File: config.mk
export PLATFORM = sky130hd
export DESIGN_NAME = mem_port_arbiter_flat
export DESIGN_NICKNAME = d
export VERILOG_FILES = /design/src/rtl/mem_port_arbiter_if.sv /design/src/rtl/mem_port_arbiter.sv /design/src/flat_wrapper.sv
export SDC_FILE = /design/constraint.sdc
export NUM_CORES = 1
export LEC_CHECK = 0
export CORE_MARGIN = 4
export CORE_UTILIZATION = 37
export CTS_CLUSTER_DIAMETER = 200
export DETAILED_ROUTE_END_ITERATION = 10
export GPL_ROUTABILITY_DRIVEN = 0
export GPL_TIMING_DRIVEN = 0
export PLACE_DENSITY = 0.83
export SYNTH_ARGS = -nofsm -noshare
export SYNTH_HDL_FRONTEND = slang
export SYNTH_SLANG_ARGS = --single-unit
File: constraint.sdc
create_clock -name clk -period 1.8 [get_ports clk]
set_input_delay 0.27 -clock clk [delete_from_list [all_inputs] [get_ports clk]]
set_output_delay 0.27 -clock clk [all_outputs]
set_load 0.1 [all_outputs]
File: src/rtl/mem_port_arbiter_if.sv
// Request/ack bundle between the pipeline's IF/MEM stages, the shared-port
// arbiter and the single-port main RAM.
interface mem_port_arbiter_if #(
  parameter int unsigned ADDR_W = 32,
  parameter int unsigned DATA_W = 32
);
  logic              if_req;
  logic [ADDR_W-1:0] if_addr;
  logic [DATA_W-1:0] if_data;
  logic              if_ack;

  logic              d_rd_n;
  logic              d_wr_n;
  logic              d_wh;
  logic [ADDR_W-1:0] d_addr;
  logic [DATA_W-1:0] d_wdata;
  logic [DATA_W-1:0] d_rdata;
  logic              d_ack;

  logic              stall;
  logic              err;

  logic              ram_en;
  logic              ram_we;
  logic [3:0]        ram_be;
  logic [ADDR_W-1:0] ram_addr;
  logic [DATA_W-1:0] ram_wdata;
  logic [DATA_W-1:0] ram_rdata;

  modport slave (
    input  if_req, if_addr, d_rd_n, d_wr_n, d_wh, d_addr, d_wdata, ram_rdata,
    output if_data, if_ack, d_rdata, d_ack, stall, err,
           ram_en, ram_we, ram_be, ram_addr, ram_wdata
  );

  modport master (
    output if_req, if_addr, d_rd_n, d_wr_n, d_wh, d_addr, d_wdata, ram_rdata,
    input  if_data, if_ack, d_rdata, d_ack, stall, err,
           ram_en, ram_we, ram_be, ram_addr, ram_wdata
  );
endinterface

File: src/rtl/mem_port_arbiter.sv
// Shares one fixed-latency RAM port between instruction fetch and data access,
// round-robin on contention, one access per MEM_LAT+3 cycles.
module mem_port_arbiter #(
  parameter int unsigned ADDR_W  = 32,
  parameter int unsigned DATA_W  = 32,
  parameter int unsigned MEM_LAT = 1
) (
  input logic               clk,
  input logic               reset,
  mem_port_arbiter_if.slave bus
);

  typedef enum logic [1:0] {IDLE, ISSUE, WAIT, ACK} state_t;
  typedef enum logic {REQ_IF, REQ_D} req_t;

  localparam logic [2:0] LAT = 3'(MEM_LAT);

  state_t     state;
  req_t       token;
  req_t       grant;
  logic       grant_rd;
  logic [2:0] cnt;

  logic              d_req;
  logic              d_write;
  logic              pick_if;
  logic              sel_we;
  logic [3:0]        sel_be;
  logic [ADDR_W-1:0] sel_addr;
  logic [DATA_W-1:0] sel_wdata;
  logic              unused_addr_bits;

  assign unused_addr_bits = ^{bus.if_addr[1:0], bus.d_addr[0]};

  // RAM command for whichever requester wins this cycle's arbitration.
  always_comb begin
    d_req     = ~bus.d_rd_n | ~bus.d_wr_n;
    d_write   = ~bus.d_wr_n;
    pick_if   = bus.if_req & (~d_req | (token == REQ_IF));
    sel_we    = 1'b0;
    sel_be    = '1;
    sel_addr  = {bus.if_addr[ADDR_W-1:2], 2'b00};
    sel_wdata = '0;
    if (!pick_if) begin
      sel_addr = {bus.d_addr[ADDR_W-1:2], 2'b00};
      if (d_write) begin
        sel_we = 1'b1;
        if (bus.d_wh) begin
          sel_be    = bus.d_addr[1] ? 4'b1100 : 4'b0011;
          sel_wdata = {2{bus.d_wdata[15:0]}};
        end else begin
          sel_wdata = bus.d_wdata;
        end
      end
    end
  end

  assign bus.stall = (bus.if_req | d_req) & ~(bus.if_ack | bus.d_ack);

  // The RAM output registers double as the latched address/data/rd-wr/wh of
  // the grant: loaded on the grant edge so they are live exactly in ISSUE.
  always_ff @(posedge clk) begin
    if (reset) begin
      state         <= IDLE;
      token         <= REQ_IF;
      grant         <= REQ_IF;
      grant_rd      <= 1'b0;
      cnt           <= '0;
      bus.if_ack    <= 1'b0;
      bus.if_data   <= '0;
      bus.d_ack     <= 1'b0;
      bus.d_rdata   <= '0;
      bus.err       <= 1'b0;
      bus.ram_en    <= 1'b0;
      bus.ram_we    <= 1'b0;
      bus.ram_be    <= '0;
      bus.ram_addr  <= '0;
      bus.ram_wdata <= '0;
    end else begin
      bus.if_ack    <= 1'b0;
      bus.if_data   <= '0;
      bus.d_ack     <= 1'b0;
      bus.d_rdata   <= '0;
      bus.ram_en    <= 1'b0;
      bus.ram_we    <= 1'b0;
      bus.ram_be    <= '0;
      bus.ram_addr  <= '0;
      bus.ram_wdata <= '0;
      unique case (state)
        IDLE: begin
          if (~bus.d_rd_n & ~bus.d_wr_n) bus.err <= 1'b1;
          if (bus.if_req | d_req) begin
            grant    <= pick_if ? REQ_IF : REQ_D;
            grant_rd <= pick_if | ~d_write;
            if (bus.if_req & d_req) token <= (token == REQ_IF) ? REQ_D : REQ_IF;
            bus.ram_en    <= 1'b1;
            bus.ram_we    <= sel_we;
            bus.ram_be    <= sel_be;
            bus.ram_addr  <= sel_addr;
            bus.ram_wdata <= sel_wdata;
            state         <= ISSUE;
          end
        end
        ISSUE: begin
          cnt   <= LAT;
          state <= WAIT;
        end
        WAIT: begin
          cnt <= cnt - 3'd1;
          if (cnt == 3'd1) begin
            state <= ACK;
            if (grant == REQ_IF) begin
              bus.if_ack  <= 1'b1;
              bus.if_data <= bus.ram_rdata;
            end else begin
              bus.d_ack   <= 1'b1;
              bus.d_rdata <= grant_rd ? bus.ram_rdata : '0;
            end
          end
        end
        ACK: state <= IDLE;
        default: state <= IDLE;
      endcase
    end
  end

endmodule
File: src/flat_wrapper.sv
// flat-port wrapper written by rule: the top's interface ports become plain ports
module mem_port_arbiter_flat 
#(
  parameter int unsigned ADDR_W  = 32,
  parameter int unsigned DATA_W  = 32,
  parameter int unsigned MEM_LAT = 1
)
  (clk, reset, bus_if_req, bus_if_addr, bus_d_rd_n, bus_d_wr_n, bus_d_wh, bus_d_addr, bus_d_wdata, bus_ram_rdata, bus_if_data, bus_if_ack, bus_d_rdata, bus_d_ack, bus_stall, bus_err, bus_ram_en, bus_ram_we, bus_ram_be, bus_ram_addr, bus_ram_wdata);
  mem_port_arbiter_if #(.ADDR_W(ADDR_W), .DATA_W(DATA_W)) bus_i ();
  input logic clk;
  input logic reset;
  input wire logic [$bits(bus_i.if_req)-1:0] bus_if_req;
  input wire logic [$bits(bus_i.if_addr)-1:0] bus_if_addr;
  input wire logic [$bits(bus_i.d_rd_n)-1:0] bus_d_rd_n;
  input wire logic [$bits(bus_i.d_wr_n)-1:0] bus_d_wr_n;
  input wire logic [$bits(bus_i.d_wh)-1:0] bus_d_wh;
  input wire logic [$bits(bus_i.d_addr)-1:0] bus_d_addr;
  input wire logic [$bits(bus_i.d_wdata)-1:0] bus_d_wdata;
  input wire logic [$bits(bus_i.ram_rdata)-1:0] bus_ram_rdata;
  output wire logic [$bits(bus_i.if_data)-1:0] bus_if_data;
  output wire logic [$bits(bus_i.if_ack)-1:0] bus_if_ack;
  output wire logic [$bits(bus_i.d_rdata)-1:0] bus_d_rdata;
  output wire logic [$bits(bus_i.d_ack)-1:0] bus_d_ack;
  output wire logic [$bits(bus_i.stall)-1:0] bus_stall;
  output wire logic [$bits(bus_i.err)-1:0] bus_err;
  output wire logic [$bits(bus_i.ram_en)-1:0] bus_ram_en;
  output wire logic [$bits(bus_i.ram_we)-1:0] bus_ram_we;
  output wire logic [$bits(bus_i.ram_be)-1:0] bus_ram_be;
  output wire logic [$bits(bus_i.ram_addr)-1:0] bus_ram_addr;
  output wire logic [$bits(bus_i.ram_wdata)-1:0] bus_ram_wdata;
  assign bus_i.if_req = bus_if_req;
  assign bus_i.if_addr = bus_if_addr;
  assign bus_i.d_rd_n = bus_d_rd_n;
  assign bus_i.d_wr_n = bus_d_wr_n;
  assign bus_i.d_wh = bus_d_wh;
  assign bus_i.d_addr = bus_d_addr;
  assign bus_i.d_wdata = bus_d_wdata;
  assign bus_i.ram_rdata = bus_ram_rdata;
  assign bus_if_data = bus_i.if_data;
  assign bus_if_ack = bus_i.if_ack;
  assign bus_d_rdata = bus_i.d_rdata;
  assign bus_d_ack = bus_i.d_ack;
  assign bus_stall = bus_i.stall;
  assign bus_err = bus_i.err;
  assign bus_ram_en = bus_i.ram_en;
  assign bus_ram_we = bus_i.ram_we;
  assign bus_ram_be = bus_i.ram_be;
  assign bus_ram_addr = bus_i.ram_addr;
  assign bus_ram_wdata = bus_i.ram_wdata;
  mem_port_arbiter #(.ADDR_W(ADDR_W), .DATA_W(DATA_W), .MEM_LAT(MEM_LAT)) u_core (.clk(clk), .reset(reset), .bus(bus_i));
endmodule
==> results of run 1 <==
[layout make-up]
type / instances / area (sq um) / share of cell area, %
buffer: 32 / 158.9 / 1.939
multi-input combinational: 255 / 1572 / 19.17
tap: 147 / 183.9 / 2.244
clock buffer: 18 / 439.2 / 5.358
timing repair buffer: 268 / 2849 / 34.76
sequential: 141 / 2826 / 34.48
inverter: 10 / 41.29 / 0.5037
clock inverter: 14 / 126.4 / 1.542
[synth_stat cells (2+ instances only)]
master	count
nand2b_1	4
inv_1	10
buf_2	7
dfxtp_1	141
nand3b_1	3
a31oi_1	2
a21oi_1	35
nand3_1	31
clkbuf_2	4
nor2_1	20
buf_4	5
mux2i_1	17
nand2_1	4
clkbuf_1	16
ha_1	5
o21ai_0	33
a211oi_1	2
and2_1	82
[cells by family (layout without fill, tap and decap cells)]
kind of cell | count (synthesis) | count (layout) | synth area share, %
mux | 17 | 17 | 3.740
other cells | 1 | 2 | 0.08243
flops | 141 | 141 | 62.05
simple gates | 154 | 154 | 19.53
fa+ha+maj | 5 | 5 | 1.375
buf+inv | 42 | 342 | 4.181
compound gates | 77 | 77 | 9.049
[worst max-delay path: stages, from the launching register on]
cell,delay [ps]
dfxtp_1,290
inv_1,120
ha_2,270
nand3b_1,170
and4bb_2,400
clkbuf_2,200
and2_1,170
[cell usage in the layout (no fill, tap or decap), types with 2 or more instances in the layout]
cell type        synthesis  layout
dfxtp_1                141     138
clkdlybuf4s15_2          0     135
clkdlybuf4s50_1          0     126
and2_1                  82      82
a21oi_1                 35      35
o21ai_0                 33      33
nand3_1                 31      31
nor2_1                  20      20
mux2i_1                 17      17
clkbuf_16                0      17
clkbuf_1                16      13
inv_1                   10       9
buf_4                    5       9
buf_2                    7       8
clkinvlp_4               0       6
inv_6                    0       6
clkbuf_2                 4       5
nand2b_1                 4       4
ha_1                     5       4
nand3b_1                 3       3
nand2_1                  4       3
dfxtp_2                  0       3
nor3_4                   0       2
a211oi_1                 2       2
a31oi_1                  2       2
conb_1                   1       2
dlygate4sd2_1            0       2
[path summary, 6_finish.rpt]
check                                      from                     to  slack (ps)  depth (start not counted)
worst max-delay path            u_core.state[0]  u_core.bus.d_rdata[0]         110                          6
worst min-delay path                 bus_if_req           u_core.grant         310                          4
worst min register to register   u_core.bus.err         u_core.bus.err         490                          2
worst max register to register  u_core.state[0]  u_core.bus.d_rdata[0]         110                          6
[per-layer routing]
layer | GRT usage (%) | wire length, um | vias up
met1 | 21.34 | 5328 | 1933
met4 | 5.865 | 231 | 0
li1 | - | - | 2020
met5 | 0 | 0 | -
met2 | 36.59 | 7495 | 255
met3 | 9.354 | 1608 | 17
[power breakdown]
part | leakage, nW | internal (W) | switching, W
logic | 1.80 | 0.000920 | 0.00265
registers | 1.15 | 0.00342 | 0.000121
clock network | 0.262 | 0.00185 | 0.00144
[sequential cells by signal, indices dropped and copies added (netlist names)]
register	cells
u_core.bus.ram_en	1
u_core.bus.ram_we	1
u_core.bus.if_ack	1
u_core.bus.ram_wdata	32
u_core.bus.ram_addr	30
u_core.bus.if_data	32
u_core.bus.d_ack	1
u_core.cnt	3
u_core.bus.ram_be	2
u_core.token	1
u_core.bus.d_rdata	32
u_core.bus.err	1
u_core.state	2
u_core.grant_rd	1
u_core.grant	1
[per-stage QoR]
| stage | power [W] | instance area [sq um] | util (%) |
|---|---|---|---|
| final | 0.01040 | 8197 | 68.24 |
| after global routing | 0.01079 | 8197 | 68.24 |
| after floorplan | 0.006141 | 4567 | - |
| after global placement | 0.007116 | 7393 | 61.55 |
| after detailed placement | 0.007201 | 7393 | 61.55 |
| after CTS | 0.01043 | 8155 | 67.90 |
[what timing repair did]
| action | CTS | global route |
|---|---|---|
| cloned | 0 | 0 |
| resized for setup | 422 | 8 |
| setup buffers | 0 | 4 |
| endpoints found under the setup margin | 169 | 71 |
| pin swaps | 0 | 2 |
==> results_dict.tcl, run 1 <==
set metrics [dict create \
    ir_drop_v 0.0007156 \
    numCtsBuffers 17 \
    power.density_nw_per_um2 1269 \
    place_inst 849 \
    grt_max_degree 17 \
    yosysTopAreaCell "dfxtp_1" \
    avgSynthCellArea_sq_um 10.41 \
    clk_path_buf_depth 2 \
    overflow 0 \
    synth_edf_count 0 \
    fillerInstances 881 \
    holdBufCountCts 0 \
    clock_latency_ps 410 \
    finalCritPeriodShare_pct 94.16 \
    cp_max_fo 10 \
    cts_tree "built" \
    required_ps 2140 \
    worst_pin_slew_ps 607.6 \
    port_buffers 264 \
    finalSetupTns_ps 0 \
    fmax_mhz 590.0 \
    hold_viol 0 \
    ios 272 \
    area_growth_pct 80.17 \
    fin_skew_ps 6.654 \
    power_leakage_nw 3.212 \
    routed_wl_mm 14.66 \
    grt_pass1_vias 4384 \
    critPathLaunchType "flip-flop" \
    cts.sinks 141 \
    drv_cap 0 \
    seq_area_frac_synth_pct 62.05 \
    ys_ff_latch 141 \
    yosysWarningCount 0 \
    min_path_type "input port to flip-flop" \
    end_kind "flip-flop" \
    rsz0062_at_grt "yes" \
    root_buffer "clkbuf_16" \
    route.detailed.drc 0 \
    die_y_um 118.9 \
    antenna_found_initial 0 \
    via_per_inst 4.774 \
    synth.distinct_cells 34 \
    finalSetupViolations 0 \
    arrival_ps 2040 \
    syn_area_sq_um 4549 \
    final_nets 864 \
    dr.pass1.iters 5 \
    drive_gt1_share_pct 27.51 \
    clk_pin_slew_ps 60 \
    pre_cts_slack_ps -935.0 \
    vias 4225 \
    synth_cells 437 \
    h-tree-depth 4 \
    initial_core_util_pct 37.87 \
    fp.dieW_um 118.9 \
    wl_per_cell_um 16.57 \
    yosys_most_used_dff "dfxtp_1" \
    synth.top_cell.area_share_pct 62.05 \
    rows 40 \
    min_period_ps 1695 \
    slew_headroom_pct 59.68 \
    instances_no_fill 885 \
    core_area_sq_um 12010 \
    slew_violations 0 \
    final_critical_path_setup_slack_ps 105.2 \
    hpwl_mm 11.18 \
    finalHoldWorstSlack_ps 309.3 \
    ant_nets 0 \
    track_usage_pct 20.38 \
    synth_area_leaders "dfxtp_1 (62%), and2_1 (11%), a21oi_1 (3.9%), mux2i_1 (3.7%), o21ai_0 (3.6%)" \
    grt_pass1_wl_mm 22.81 \
    first_iter_violations 244 \
    antenna_cells 0 \
    status "completed" \
    crit_type "flip-flop to flip-flop" \
    async_reset_ff_share_pct 0 \
    die_area_sq_um 14130 \
]
Note: power is estimated with default switching activity, not from simulation.
==> run 2: changes to the inputs <==
Settings changed: CAP_MARGIN set to 20.
==> results of run 2 <==
The final DEF is identical to that of run 1; final timing and power are the same.
